`src/rtl/spi_cmd_master.sv`:
```
// SPI mode-0 command master: turns a single command request into a short
// byte sequence (command byte plus address/data/dummy bytes) on sclk/mosi/ss,
// with inter-byte and inter-transaction gaps, and returns the last byte seen
// on miso for read-type commands.
module spi_cmd_master #(
  parameter int unsigned CLK_DIV = 6,
  parameter int unsigned GAP     = 32
) (
  input  logic        clock_50,
  input  logic        reset_n,
  input  logic        cmd_valid,
  output logic        cmd_ready,
  input  logic [2:0]  cmd_op,
  input  logic [15:0] cmd_addr,
  input  logic [7:0]  cmd_data,
  output logic        busy,
  output logic        done,
  output logic        rsp_valid,
  output logic [7:0]  rsp_data,
  output logic        sclk,
  output logic        mosi,
  output logic        ss,
  input  logic        miso
);

  localparam int unsigned DW = $clog2(CLK_DIV);
  localparam int unsigned GW = $clog2(GAP + 1);

  localparam logic [2:0] OP_ADDR   = 3'd1;
  localparam logic [2:0] OP_READ   = 3'd3;
  localparam logic [2:0] OP_STATUS = 3'd4;

  typedef enum logic [2:0] {
    S_IDLE,
    S_SETUP,
    S_SHIFT,
    S_GAP,
    S_HOLD,
    S_END
  } state_t;

  state_t        state_q, state_d;
  logic [DW-1:0] div_q,   div_d;
  logic [2:0]    bit_q,   bit_d;
  logic [1:0]    byte_q,  byte_d;
  logic [GW-1:0] gap_q,   gap_d;
  logic          sclk_q,  sclk_d;
  logic [7:0]    tx_q,    tx_d;
  logic [7:0]    rx_q,    rx_d;
  logic [2:0]    op_q,    op_d;
  logic [15:0]   addr_q,  addr_d;
  logic [7:0]    data_q,  data_d;
  logic [7:0]    rsp_q,   rsp_d;
  logic          rst_q;

  logic div_end;
  logic last_byte;
  logic is_read;

  function automatic logic op_legal(input logic [2:0] op);
    return (op >= 3'd1) && (op <= 3'd5);
  endfunction

  // Byte idx of the transaction for the registered command.
  function automatic logic [7:0] cmd_byte(input logic [1:0]  idx,
                                          input logic [2:0]  op,
                                          input logic [15:0] addr,
                                          input logic [7:0]  data);
    logic [7:0] b;
    b = 8'h00;
    case (idx)
      2'd0: b = {5'b0, op};
      2'd1: begin
        if (op == OP_ADDR)                         b = addr[15:8];
        else if ((op == OP_READ) || (op == OP_STATUS)) b = 8'h00;
        else                                       b = data;
      end
      2'd2: b = addr[7:0];
      default: b = 8'h00;
    endcase
    return b;
  endfunction

  assign div_end   = (div_q == DW'(CLK_DIV - 1));
  assign last_byte = (byte_q == ((op_q == OP_ADDR) ? 2'd2 : 2'd1));
  assign is_read   = (op_q == OP_READ) || (op_q == OP_STATUS);

  // Next-state and datapath update for the transaction sequencer.
  always_comb begin
    state_d = state_q;
    div_d   = div_q;
    bit_d   = bit_q;
    byte_d  = byte_q;
    gap_d   = gap_q;
    sclk_d  = sclk_q;
    tx_d    = tx_q;
    rx_d    = rx_q;
    op_d    = op_q;
    addr_d  = addr_q;
    data_d  = data_q;
    rsp_d   = rsp_q;

    case (state_q)
      S_IDLE: begin
        if (cmd_valid && cmd_ready) begin
          op_d   = cmd_op;
          addr_d = cmd_addr;
          data_d = cmd_data;
          if (op_legal(cmd_op)) begin
            state_d = S_SETUP;
            div_d   = '0;
            bit_d   = '0;
            byte_d  = '0;
            sclk_d  = 1'b0;
            tx_d    = {5'b0, cmd_op};
          end else begin
            state_d = S_END;
            gap_d   = '0;
          end
        end
      end

      S_SETUP: begin
        if (div_end) begin
          div_d   = '0;
          sclk_d  = 1'b1;
          rx_d    = {rx_q[6:0], miso};
          state_d = S_SHIFT;
        end else begin
          div_d = div_q + DW'(1);
        end
      end

      // SHIFT covers both sclk phases; sclk_q tells which half we are in.
      S_SHIFT: begin
        if (div_end) begin
          div_d = '0;
          if (sclk_q) begin
            sclk_d = 1'b0;
            if (bit_q == 3'd7) begin
              bit_d = '0;
              gap_d = '0;
              state_d = last_byte ? S_HOLD : S_GAP;
            end else begin
              bit_d = bit_q + 3'd1;
              tx_d  = {tx_q[6:0], 1'b0};
            end
          end else begin
            sclk_d = 1'b1;
            rx_d   = {rx_q[6:0], miso};
          end
        end else begin
          div_d = div_q + DW'(1);
        end
      end

      S_GAP: begin
        if (gap_q == GW'(GAP - 1)) begin
          state_d = S_SETUP;
          div_d   = '0;
          byte_d  = byte_q + 2'd1;
          tx_d    = cmd_byte(byte_q + 2'd1, op_q, addr_q, data_q);
        end else begin
          gap_d = gap_q + GW'(1);
        end
      end

      S_HOLD: begin
        if (div_end) begin
          state_d = S_END;
          gap_d   = '0;
          if (is_read) rsp_d = rx_q;
        end else begin
          div_d = div_q + DW'(1);
        end
      end

      // First END cycle carries done; the remaining GAP cycles keep ss high.
      S_END: begin
        if (!op_legal(op_q) || (gap_q == GW'(GAP))) begin
          state_d = S_IDLE;
        end else begin
          gap_d = gap_q + GW'(1);
        end
      end

      default: state_d = S_IDLE;
    endcase
  end

  // State and datapath registers with synchronous active-low reset.
  always_ff @(posedge clock_50) begin
    if (!reset_n) begin
      state_q <= S_IDLE;
      div_q   <= '0;
      bit_q   <= '0;
      byte_q  <= '0;
      gap_q   <= '0;
      sclk_q  <= 1'b0;
      tx_q    <= '0;
      rx_q    <= '0;
      op_q    <= '0;
      addr_q  <= '0;
      data_q  <= '0;
      rsp_q   <= '0;
      rst_q   <= 1'b1;
    end else begin
      state_q <= state_d;
      div_q   <= div_d;
      bit_q   <= bit_d;
      byte_q  <= byte_d;
      gap_q   <= gap_d;
      sclk_q  <= sclk_d;
      tx_q    <= tx_d;
      rx_q    <= rx_d;
      op_q    <= op_d;
      addr_q  <= addr_d;
      data_q  <= data_d;
      rsp_q   <= rsp_d;
      rst_q   <= 1'b0;
    end
  end

  // Outputs decoded from registered state; rst_q keeps cmd_ready low for the
  // cycle following each reset edge.
  always_comb begin
    cmd_ready = (state_q == S_IDLE) && !rst_q;
    busy      = (state_q != S_IDLE);
    done      = (state_q == S_END) && (gap_q == '0);
    rsp_valid = done && is_read;
    rsp_data  = rsp_q;
    sclk      = sclk_q;
    ss        = !((state_q == S_SETUP) || (state_q == S_SHIFT) ||
                  (state_q == S_GAP)   || (state_q == S_HOLD));
    mosi      = ((state_q == S_SETUP) || (state_q == S_SHIFT)) ? tx_q[7] : 1'b0;
  end

endmodule

```
`config.mk`:
```
export PLATFORM = sky130hd
export DESIGN_NAME = spi_cmd_master
export DESIGN_NICKNAME = d
export VERILOG_FILES = /design/src/rtl/spi_cmd_master.sv
export SDC_FILE = /design/constraint.sdc
export NUM_CORES = 1
export LEC_CHECK = 0
export CAP_MARGIN = 30
export CORE_AREA = 2 2 81 83
export DETAILED_ROUTE_END_ITERATION = 16
export DIE_AREA = 0 0 83 85
export PLACE_DENSITY_LB_ADDON = 0.3
export SLEW_MARGIN = 30
export SYNTH_ARGS = -nofsm -noshare
export SYNTH_HDL_FRONTEND = slang
export SYNTH_SLANG_ARGS = --single-unit
```
`constraint.sdc`:
```
create_clock -name clock_50 -period 5.7 [get_ports clock_50]
set_clock_uncertainty 0.05 [all_clocks]
set_input_delay 1.14 -clock clock_50 [delete_from_list [all_inputs] [get_ports clock_50]]
set_output_delay 1.14 -clock clock_50 [all_outputs]
set_load 0.01 [all_outputs]
```
After elaboration in Yosys (flattened, before gate mapping)
Index checks and enable logic that the tools add are counted.
{"block": "word_totals", "output_inout_bits": 15, "elab_cells": 144, "register_bits": 70, "inputBits": 31}
{"block": "op_classes", "n_reduce_logical": 36, "add_sub_neg": 4, "n_mux": 57, "magnitude_cmp": 4, "n_eq_ne": 30}
{"op": "2-to-1 mux 8 bit", "n": 11}
{"op": "2-to-1 mux 3 bit", "n": 18}
{"op": "2-to-1 mux 6 bit", "n": 8}
{"op": "case mux 8 bit (3 select lines)", "n": 2}
{"op": "inequality test 2 bit, second input constant", "n": 15}
{"op": "case mux 6 bit (5 select lines)", "n": 1}
{"op": "case mux 3 bit (6 select lines)", "n": 1}
{"op": "case mux 8 bit (2 select lines)", "n": 1}
{"op": "== test 3 bit, second input constant", "n": 5}
{"op": "AND reduction 5 bit", "n": 3}
{"op": "case mux 3 bit (4 select lines)", "n": 1}
{"op": "== test 3 x 2 -> 1 bit, second input constant", "n": 3}
{"op": "AND reduction 9 bit", "n": 1}
{"op": "nonzero test 3 bit", "n": 3}
{"op": "2-to-1 mux 2 bit", "n": 4}
{"op": "AND reduction 4 bit", "n": 2}
{"op": "AND reduction 8 bit", "n": 1}
{"op": "2-to-1 mux 1 bit", "n": 7}
{"op": "AND reduction 7 bit", "n": 1}
{"op": "adder 3 x 1 -> 3 bit, second input constant", "n": 2}
{"op": "adder 6 x 1 -> 6 bit, second input constant", "n": 1}
{"op": "== test 3 x 1 -> 1 bit, second input constant", "n": 2}
{"op": "== test 6 x 5 -> 1 bit, second input constant", "n": 1}
{"op": "== test 6 bit, second input constant", "n": 1}
{"op": "21 further kinds", "n": 36}

Longest topological paths before layout
{"block": "logic_depth", "depth_word": 8, "ltp_mapped": 8}

Worst setup path after synthesis
No wires, ideal clock.
{"block": "synth_path", "kind": "input to register", "startpoint": "in cmd_op[0]", "endpoint": "reg gap_q[5]", "setup_time_ns": 0.087, "path_stages": 5, "arrival_time_ns": 2.523, "path_slack_ns": 3.040, "path_cell_list": "or3_4 -> a221oi_2 -> a211oi_2 -> or4_1 -> o31ai_1"}
{"block": "synth_between", "elab_chain_cells": 4}
{"element": "from (decl)", "line": "13", "source": "input logic [2:0] cmd_op,"}
{"element": ">= comparator 3 x 1 -> 1 bit / <= comparator 3 bit (equally long branches)", "line": "61", "source": "return (op >= 3'd1) && (op <= 3'd5);"}
{"element": "logical AND 1 bit (*)", "line": "61"}
{"element": "inequality test 2 bit (no line) (*)"}
{"element": "AND reduction 9 bit (no line) (*)"}
{"element": "to (signal assigned)", "line": "212", "source": "gap_q <= gap_d;"}
{"element": "to (decl)", "line": "46", "source": "logic [GW-1:0] gap_q, gap_d;"}
Mark *: on every way between the ends. The rest lies on a longest branch, timed or not.
A chain may end at the register's enable or synchronous reset.

Worst setup path after layout
{"block": "layout_path", "startpoint": "reg state_q[0]", "endpoint": "out rsp_valid"}
{"block": "layout_between", "elab_chain_cells": 3}
{"element": "from (decl)", "line": "42", "source": "state_t state_q, state_d;"}
{"element": "from (signal assigned)", "line": "208", "source": "state_q <= state_d;"}
{"element": "== test 3 bit", "line": "229", "source": "done = (state_q == S_END) && (gap_q == '0);"}
{"element": "logical AND 1 bit", "line": "229"}
{"element": "logical AND 1 bit", "line": "230", "source": "rsp_valid = done && is_read;"}
{"element": "to (decl)", "line": "18", "source": "output logic rsp_valid,"}
No other way between the ends.

==> impl_results.md <==
* PortBufs at 45
* CTS tree: yes
* Dpl ws at 1980 ps
* Worst Setup EP: rsp_valid
* Synth warnings at 0
* Mapped Area at 3560 um^2
* DR iter-0 viols at 296
* Final nets at 508
* Worst R2R End: gap_q[5]
* Design Power at 1.60 mW
* Congestion Overflow GR at 0
* Drt via density at 5.93
* Cells after DPL at 533
* # H-tree levels at 3
* Main combinational cell family by area after synthesis: compound AO/OA/AOI/OAI gates
* Avg Inst Size Synth at 8.16 um^2
* Hold Vio Cnt, Final at 0
* Number of remaining DRC errors at 0
* Synth cell types at 55
* Number of flops mapped to enable cells by yosys at 0
* Minimum clock period at 3710 ps
* Antenna Cells at 0
* Crit path max fanout at 15
* Commonest cells post-synth: 73 x nand2_1, 70 x dfxtp_1, 52 x a21oi_1, 30 x nor2_1, 22 x mux2i_1
* WS Path Type: reg -> out
* CTS Buf Count at 9
* First-pass GRT wire length at 13.9 mm
* Total GRT Usage at 23.9%
* CTS sink cnt at 70
* Post-synthesis share of cell area spent on xor and xnor gates at 0%
* Setup crit start kind: flip-flop
* Synth area leader: dfxtp_1
* Die H at 85 um
* Clk Latency, worst-skew pair at 350 ps
* Worst VDD drop at 0.000250 V
* Vias in the first global route at 3044
* Post-Layout Cell Count at 549
* Largest net degree at the start of global routing at 59
* Detailed-router iteration count before antenna repair at 4
* Hold depth at 2
* Final setup violating endpoints at 0
* Initial antenna violation count at 0
* Fin worst setup slack at 1990 ps
* Max_slew headroom at 42.6%
* Wire per inst at 15.1 um
* Ranking of synthesized cells by area: dfxtp_1 39%, nand2_1 7.7%, a21oi_1 7.3%, mux2i_1 6.2%, ha_1 3.5%
* Leakage at 1.64 nW
* Fmax at 270 MHz
* Post-synthesis mux area share at 6.18%
* Cells after synthesis at 437
* Count of pins over their slew limit at 0
* Via count at 3258
* Worst R2R Start: state_q[2]
* # resized after CTS at 0
* Reg clk slew, reported paths at 80 ps
* Top cell type's share of synthesized area at 39.3%
* Worst slew pin tran at 858 ps
* IO Pins at 46
* Die width at 83 um
* Net Count, Synth at 478
* Layout cell share with drive strength beyond 1 at 5.93%
* Unrepaired setup endpoints after global routing: no
* CP required at 4510 ps
* Setup TNS at 0 ps
* Seq/Total Area, Yosys at 39.3%
* Hold_buf cts at 0
* Dpl hpwl at 5.64 mm
* Design area at 4200 um^2
* Post-Place Cell Area at 4000 um^2
* Max Cap Viol at 0
* Root buf cell: clkbuf_8
* Clk buf depth at 2
* #FFs+latches synth at 70
* Status: finished, final reports clean
* Period Utilization, post-route at 65.1%
* Async SR Flop Fraction at 0%
* Post-CTS setup repair buffer count at 0
* Core region area at 6200 um^2
* Die area at 7060 um^2
* Worst reg-to-reg path cell count at 5
* Most frequent cell after synthesis: nand2_1
* Compound-Gate Fraction of Synth Area at 24.9%
* Ys flop type: dfxtp_1
* Starting Density at 57.5%
* P per Cell Area at 380 nW/um^2
* R2R setup slack at 2970 ps
* Adder-Cell Fraction of Synth Area at 3.51%
* Final wirelength at 8.30 mm
* Number of cell rows at 29
* Final ANT Viol Nets at 0
* Worst path arrival time at 2520 ps
* GP Congestion at 0.930
* Critical Path Source: state_q[0]
* Simple-gate share of the synthesized area at 21.1%
* Layout area overhead at 17.9%
* Tightest Hold Check Type: reg -> reg
* Crit. End Element: output port
registers in the layout, indices dropped and copies added (netlist names):
| signal | count |
|---|---|
| addr_q | 16 |
| gap_q | 6 |
| rsp_data | 8 |
| rx_q | 8 |
| state_q | 3 |
| div_q | 3 |
| data_q | 8 |
| tx_q | 8 |
| rst_q | 1 |
| bit_q | 3 |
| byte_q | 2 |
| sclk | 1 |
| op_q | 3 |
report_power, final:
group / switching [mW] / total, mW / internal (mW)
Sequential: 0.0949 / 0.649 / 0.554
Clock: 0.213 / 0.420 / 0.207
Combinational: 0.314 / 0.528 / 0.215
Total: 0.621 / 1.60 / 0.976
how the worst min path moves through the flow:
stage                from    endpoint
4_1_cts         addr_q[6]   addr_q[6]
2_1_floorplan   addr_q[3]   addr_q[3]
5_1_grt        addr_q[13]  addr_q[13]
3_3_place_gp   addr_q[13]  addr_q[13]
3_5_place_dp    addr_q[6]   addr_q[6]
6_report        addr_q[6]   addr_q[6]
layout make-up:
| cell class | count | area [um^2] |
|---|---|---|
| tap | 77 | 96.3 |
| fill | 522 | 2000 |
| multi-input combinational | 325 | 1990 |
| timing repair buffer | 46 | 458 |
| inverter | 15 | 56.3 |
| clock buffer | 9 | 124 |
| clock inverter | 7 | 78.8 |
| sequential | 70 | 1400 |
critical path, stage by stage, from the launching register on:
cell             delay, ps
dfxtp_1                710
nor2b_1                330
nand2_1                150
nor3b_1                290
and2_1                 160
clkdlybuf4s50_1        520
cell families after synthesis:
| logic type | Yosys count |
|---|---|
| AND/OR/NAND/NOR | 158 |
| flip-flops | 70 |
| AO/OA/AOI/OAI | 135 |
| adder cells (fa/ha/maj) | 10 |
| buffers and inverters | 42 |
| multiplexers | 22 |
layout by cell type, fill, tap and decap left out, types with 6 or more instances in the layout:
master / instances
o31ai_1: 6
mux2i_1: 22
clkdlybuf4s50_1: 45
a31oi_1: 9
nand3_1: 6
nand2b_1: 10
ha_1: 10
nand2_1: 73
dfxtp_1: 70
nor2b_1: 10
clkbuf_8: 9
o21ai_0: 15
inv_1: 15
a21o_1: 7
a21oi_1: 52
nor2_1: 30
routing by layer:
layer  wire [um]  global-route usage, %  up-vias
li1            -                      -     1625
met1        3740                   30.2     1515
met2        3960                   39.6      101
met3         440                   5.54       17
met4         154                   9.99        0
met5           0                      0        -
metrics by stage:
| step | hold slack, ps | utilization (%) |
|---|---|---|
| after global placement | 397 | 64.4 |
| after global routing | 432 | 67.7 |
| after CTS | 412 | 67.7 |
| after floorplan | 386 | - |
| after detailed placement | 402 | 64.4 |
| final | 411 | 67.7 |
No activity file was read; power rests on OpenSTA's default activity.
